[config.mk]
export PLATFORM = sky130hd
export DESIGN_NAME = menu_key_press_detector
export DESIGN_NICKNAME = d
export VERILOG_FILES = /design/src/rtl/menu_key_press_detector.sv
export SDC_FILE = /design/constraint.sdc
export NUM_CORES = 1
export LEC_CHECK = 0
export BUFFER_PORTS_ARGS = -buffer_cell sky130_fd_sc_hd__buf_4
export CORE_UTILIZATION = 35
export DETAILED_ROUTE_END_ITERATION = 10
export GPL_TIMING_DRIVEN = 0
export RECOVER_POWER = 100
export SYNTH_ARGS = -nofsm -noshare
export SYNTH_HDL_FRONTEND = slang
export SYNTH_SLANG_ARGS = --single-unit
export TNS_END_PERCENT = 5
[constraint.sdc]
create_clock -name clk -period 2.5 [get_ports clk]
set_input_delay 0.625 -clock clk [delete_from_list [all_inputs] [get_ports clk]]
set_output_delay 0.625 -clock clk [all_outputs]
set_load 0.02 [all_outputs]
[src/rtl/menu_key_press_detector.sv]
// Front-panel menu key conditioner: synchronises and debounces the raw key,
// then classifies each press as a short press or a long hold (toggle).
module menu_key_press_detector #(
  parameter int DEBOUNCE_CYCLES   = 20000,
  parameter int LONG_PRESS_CYCLES = 3000000
) (
  input  logic clk,
  input  logic rstn,
  input  logic key_raw,
  output logic key_level,
  output logic short_press,
  output logic toggle_signal
);

  localparam int DB_W   = $clog2(DEBOUNCE_CYCLES);
  localparam int HOLD_W = $clog2(LONG_PRESS_CYCLES);

  localparam logic [DB_W-1:0]   DB_LAST   = DB_W'(DEBOUNCE_CYCLES - 1);
  localparam logic [HOLD_W-1:0] HOLD_LAST = HOLD_W'(LONG_PRESS_CYCLES - 1);

  typedef enum logic [1:0] {
    IDLE,
    PRESSED,
    HELD
  } state_t;

  logic              sync1;
  logic              key_sync;
  logic [DB_W-1:0]   db_cnt;
  state_t            state;
  state_t            next_state;
  logic [HOLD_W-1:0] hold_cnt;
  logic [HOLD_W-1:0] next_hold;
  logic              next_short;
  logic              next_toggle;

  always_ff @(posedge clk or negedge rstn) begin
    if (!rstn) begin
      sync1    <= 1'b0;
      key_sync <= 1'b0;
    end else begin
      sync1    <= key_raw;
      key_sync <= sync1;
    end
  end

  // The level only flips after DEBOUNCE_CYCLES consecutive disagreeing samples;
  // any agreeing sample restarts the count.
  always_ff @(posedge clk or negedge rstn) begin
    if (!rstn) begin
      db_cnt    <= '0;
      key_level <= 1'b0;
    end else if (key_sync == key_level) begin
      db_cnt <= '0;
    end else if (db_cnt == DB_LAST) begin
      db_cnt    <= '0;
      key_level <= key_sync;
    end else begin
      db_cnt <= db_cnt + DB_W'(1);
    end
  end

  always_ff @(posedge clk or negedge rstn) begin
    if (!rstn) begin
      state         <= IDLE;
      hold_cnt      <= '0;
      short_press   <= 1'b0;
      toggle_signal <= 1'b0;
    end else begin
      state         <= next_state;
      hold_cnt      <= next_hold;
      short_press   <= next_short;
      toggle_signal <= next_toggle;
    end
  end

  // Release is checked before the threshold so a coincident release gives a short press.
  always_comb begin
    next_state  = state;
    next_hold   = hold_cnt;
    next_short  = 1'b0;
    next_toggle = 1'b0;
    case (state)
      IDLE: begin
        if (key_level) begin
          next_state = PRESSED;
          next_hold  = '0;
        end
      end
      PRESSED: begin
        if (!key_level) begin
          next_short = 1'b1;
          next_state = IDLE;
        end else if (hold_cnt == HOLD_LAST) begin
          next_toggle = 1'b1;
          next_state  = HELD;
        end else begin
          next_hold = hold_cnt + HOLD_W'(1);
        end
      end
      HELD: begin
        if (!key_level) begin
          next_state = IDLE;
        end
      end
      default: begin
        next_state = IDLE;
      end
    endcase
  end

endmodule

======== Word level (Yosys, flattened, before mapping) ========
Cells that the tools add are included.
word-level totals
  register bits after elaboration ......... 44
  output and inout bits ................... 3
  logic and storage cells ................. 42
  input bits .............................. 3
cells by class
  reduce and logical (&&, ||, !) cells .... 5
  add/sub/neg operators ................... 2
  mux-type cells .......................... 16
  eq/ne operators ......................... 10
  bitwise operators ....................... 1
operators by type and width
  operator                                             count
  2-to-1 mux 22 bit                                    3
  one-hot mux 22 bit (2 select lines)                  1
  2-to-1 mux 15 bit                                    2
  adder 22 x 1 -> 22 bit, second input constant        1
  equality test 22 bit, second input constant          1
  adder 15 x 1 -> 15 bit, second input constant        1
  equality test 15 bit, second input constant          1
  2-to-1 mux 2 bit                                     4
  inequality test 2 bit, second input constant         4
  one-hot mux 2 bit (3 select lines)                   1
  2-to-1 mux 1 bit                                     5
  AND reduction 4 bit                                  1
  inequality test 3 bit, second input constant         1
  AND reduction 3 bit                                  1
  equality test 2 x 1 -> 1 bit, second input constant  1
  equality test 2 bit, second input constant           1
  zero test 2 bit                                      1
  AND reduction 2 bit                                  1
  nonzero test 2 bit                                   1
  equality test 1 bit                                  1
  NOT 1 bit                                            1

======== Logic depth before layout (Yosys ltp) ========
  depth in word-level cells ............... 4
  depth in mapped cells ................... 8
  depth with buffers taken out ............ 7

======== Least setup slack after synthesis ========
No wires, ideal clock.
  path type ............................... register -> register
  start point ............................. register hold_cnt[9]
  end point ............................... register hold_cnt[21]
  buffers on the path ..................... 2
  library setup time ...................... 0.069 ns
  cell stages (with the launch flop) ...... 8
  required time ........................... 2.431 ns
  period minus slack after synthesis ...... 2.213 ns
  data arrival time ....................... 2.144 ns
  path slack .............................. 0.287 ns
  path through ............................ dfrtp_1 buf_2 nand3_1 or4_1 buf_2 or4_4 or4_1 nand3_1
on the way
  word-level cells in the longest chain between the ends .. 4
  elaborated cells on any way between the ends .. 7
  those cells by class .................... add/sub: 1; eq/ne: 2; mux: 3; reduce/logical: 1
ends and longest elaborated chain
  element                              line  text
  start, declared                      32    logic [HOLD_W-1:0] hold_cnt;
  start signal, assigned               71    hold_cnt <= next_hold;
  adder 22 x 1 -> 22 bit               98    next_hold = hold_cnt + HOLD_W'(1);
  2-to-1 mux 22 bit                    94    end else if (hold_cnt == HOLD_LAST) begin
  2-to-1 mux 22 bit                    91    if (!key_level) begin
  one-hot mux 22 bit (2 select lines)  83    case (state)
Several ways; a longest one is shown, not always the timed one. The select of a mux whose other input is x is not followed.
A chain may end at the register's enable or synchronous reset.

======== Worst setup path after layout ========
Ends and elaborated chain as after synthesis.

==> flow_summary.ini <==
[run_status]
status = finished clean

[critical_path]
crit_required_ns = 2.74
critPathMaxFanout = 9
kind_of_start_point_of_the_critical_path = flip-flop
worstPathArrival_ns = 2.64
end_kind = flip-flop
r2r_slack_ns = 0.09
critical_path_class = flip-flop to flip-flop

[detailed_routing]
num_vias = 1855
drt-initial-drc-count = 195
wl_per_cell_um = 14.5
final_antenna_net_count = 0
drc_errors = 0
firstDrtPassIters = 4
finalWirelength_um = 4870
drt-vias-per-instance = 5.50

[yosys]
postSynthRegisterBits = 44
ys_seq_area_share_pct = 48.4
synth_edf_count = 0
ys_top_cells_by_count = 44 x sky130_fd_sc_hd__dfrtp_1, 30 x sky130_fd_sc_hd__nor2_1, 22 x sky130_fd_sc_hd__nand2_1
async_flop_share_pct = 100
postSynthNetCount = 252
postSynthAreaPerCell_um2 = 9.21
yosys-top-cells-area = sky130_fd_sc_hd__dfrtp_1 48%, sky130_fd_sc_hd__nor2_1 5.0%, sky130_fd_sc_hd__o21ai_0 4.6%
synth-main-ff-cell = sky130_fd_sc_hd__dfrtp_1
number_of_warning_messages_in_the_yosys_log = 0
synth_area_leader_cell = sky130_fd_sc_hd__dfrtp_1
post-synth-top-area-fraction_pct = 48.4
synth_cells = 247
post-synth-top-count-cell = sky130_fd_sc_hd__dfrtp_1
syn_area_um2 = 2270
post_synth_num_cell_types = 39

[placed_design]
post_dp_hpwl_um = 3290
placement.setup.worst_slack_ns = -0.0825
dpl_cell_area_um2 = 2410
io_buffers = 5
finalWeightedCongestion = 0.824

[floorplan]
initial_cell_density_of_the_core_pct = 36.0
die_y_um = 82.6
die_wd_um = 82.6
fp-row-count = 29
die_area_um2 = 6830
io_pins = 6
placeableCoreArea_um2 = 6310

[clock_network]
clockBufferDepth = 2
postCtsSetupBuffers = 0
cts_sinks = 44
cts_buf_count = 5
insertion_delay_ns = 0.30
cts_tree = yes
clockRootBuffer = sky130_fd_sc_hd__clkbuf_8
clk_transition_reported_paths_ns = 0.09
cts-htree-levels = 2

[pwr]
static-leakage-power_nw = 0.995
peakVddDrop_v = 0.000249
power_density_nw_per_um2 = 522
final_total_pwr_mw = 1.32

[final_layout]
layout.cell_area.non_filler_um2 = 2520
post_route_cells_drive_above_1_share_pct = 8.46
layout.nets = 264
insertedDiodeCount = 0
n_fill_cell = 646
synthToLayoutAreaGrowth_pct = 10.8

[global_route]
initial_antenna_violation_count = 0
groute.layer.met1.usage_pct = 22.2
gr-usage-met3_pct = 3.63
grt_first_pass_wirelength_um = 8670
gr-max-usage-layer = met2
global_route.usage.total_pct = 17.0
grt_overflow_total = 0
grt_start_max_net_pins = 45
global_routing_met2_resource_utilization_pct = 27.3
number_of_global_route_vias_before_repair = 1834

[sta]
setup-violations-final = 0
finalWorstPathRequiredPeriod_ns = 2.41
relative_slew_slack_pct = 28.9
finalWorstSetupSlack_ns = 0.0948
final_hold_viol_count = 0
report.final.slew_viol_count = 0
grt_setup_unrepaired = yes
max_clock_freq_mhz = 416
post-route-period-util_pct = 96.2
layout_skew_ns = 0.00686
worstMarginPinSlew_ns = 1.07

[hold_path]
hold_path_class = flip-flop to flip-flop

[run]
drv.max_cap_violation_count = 0
metal layers:
metal  vias to the layer above  routed length [um]
met2                        31                2230
met4                         0                  70
met1                       899                2380
met3                         7                 198
met5                         -                   0
li1                        918                   -
layout make-up:
class	count	area [um^2]	area share, %
clock buffer	5	68.8	2.73
multi-input combinational	185	1110	43.9
timing repair buffer	5	23.8	0.943
sequential	44	1100	43.8
buffer	12	51.3	2.03
tap	77	96.3	3.82
inverter	6	22.5	0.893
clock inverter	3	47.5	1.89
worst max-delay path: stages (launching register included):
cell	delay, ns
sky130_fd_sc_hd__dfrtp_1	0.34
sky130_fd_sc_hd__clkbuf_4	0.18
sky130_fd_sc_hd__nand3_1	0.13
sky130_fd_sc_hd__or4_1	0.51
sky130_fd_sc_hd__buf_2	0.18
sky130_fd_sc_hd__or4_4	0.49
sky130_fd_sc_hd__or4_1	0.42
sky130_fd_sc_hd__nand3_1	0.10
cells in the final DEF, fill, tap and decap left out, types with 2 or more instances in the layout:
master / netlist / layout
sky130_fd_sc_hd__dfrtp_1: 44 / 41
sky130_fd_sc_hd__nor2_1: 30 / 30
sky130_fd_sc_hd__nand2_1: 22 / 21
sky130_fd_sc_hd__o21ai_0: 21 / 21
sky130_fd_sc_hd__nand3_1: 15 / 15
sky130_fd_sc_hd__clkbuf_1: 10 / 12
sky130_fd_sc_hd__o31ai_1: 11 / 11
sky130_fd_sc_hd__xnor2_1: 10 / 10
sky130_fd_sc_hd__o41ai_1: 7 / 7
sky130_fd_sc_hd__nand4_1: 6 / 6
sky130_fd_sc_hd__a31oi_1: 6 / 6
sky130_fd_sc_hd__inv_1: 5 / 5
sky130_fd_sc_hd__and3_1: 5 / 5
sky130_fd_sc_hd__nor2b_1: 5 / 5
sky130_fd_sc_hd__clkbuf_8: 0 / 5
sky130_fd_sc_hd__nor4b_1: 4 / 4
sky130_fd_sc_hd__nor3_1: 4 / 4
sky130_fd_sc_hd__nand2b_1: 4 / 4
sky130_fd_sc_hd__a21oi_1: 4 / 4
sky130_fd_sc_hd__xor2_1: 3 / 3
sky130_fd_sc_hd__nand3b_1: 3 / 3
sky130_fd_sc_hd__nor4_1: 3 / 3
sky130_fd_sc_hd__or4_1: 3 / 3
sky130_fd_sc_hd__dfrtp_2: 0 / 3
sky130_fd_sc_hd__clkbuf_4: 0 / 2
sky130_fd_sc_hd__and2_1: 3 / 2
sky130_fd_sc_hd__a41oi_1: 2 / 2
sky130_fd_sc_hd__buf_2: 2 / 2
sky130_fd_sc_hd__ha_1: 2 / 2
sky130_fd_sc_hd__clkinv_4: 0 / 2
cells by family after synthesis:
| kind of cell | count (synthesis) | synth area share [%] |
|---|---|---|
| compound gates | 54 | 15.1 |
| mux | 2 | 0.935 |
| fa+ha+maj | 2 | 1.10 |
| xor+xnor | 13 | 5.01 |
| flops | 44 | 48.4 |
| simple gates | 114 | 26.3 |
| buf+inv | 18 | 3.08 |
sequential cells by signal (all words and copies together), names as in the netlist:
name,count
hold_cnt,22
sync1,1
key_level,1
short_press,1
toggle_signal,1
state,2
db_cnt,15
key_sync,1
metrics by stage:
step / util, % / setup TNS (ns) / cells / hold WS (ns)
3_3_place_gp: 38.1 / -0.778 / 329 / 0.336
4_1_cts: 40.0 / 0 / 337 / 0.332
6_report: 39.9 / 0 / 337 / 0.360
3_5_place_dp: 38.1 / -0.622 / 329 / 0.339
5_1_grt: 39.9 / -0.135 / 337 / 0.388
2_1_floorplan: - / 0 / 247 / 0.329
where the power goes:
group,internal (mW),switching (mW)
clock network,0.301,0.267
registers,0.717,0.00444
logic,0.00618,0.0202
what timing repair did:
action | CTS | global route
hold buffers | 0 | 0
gates resized for setup | 1 | 7
endpoints found under the setup margin | 10 | 12
gates cloned | 0 | 0
worst paths after layout:
kind,from,end,cells past startpoint
min reg2reg,sync1,key_sync,0
max in group asynchronous,rstn,hold_cnt[6],1
min in group asynchronous,rstn,hold_cnt[8],1
max reg2reg,hold_cnt[9],hold_cnt[21],7
max,hold_cnt[9],hold_cnt[21],7
min,sync1,key_sync,0
Note: power is estimated with default switching activity, not from simulation.
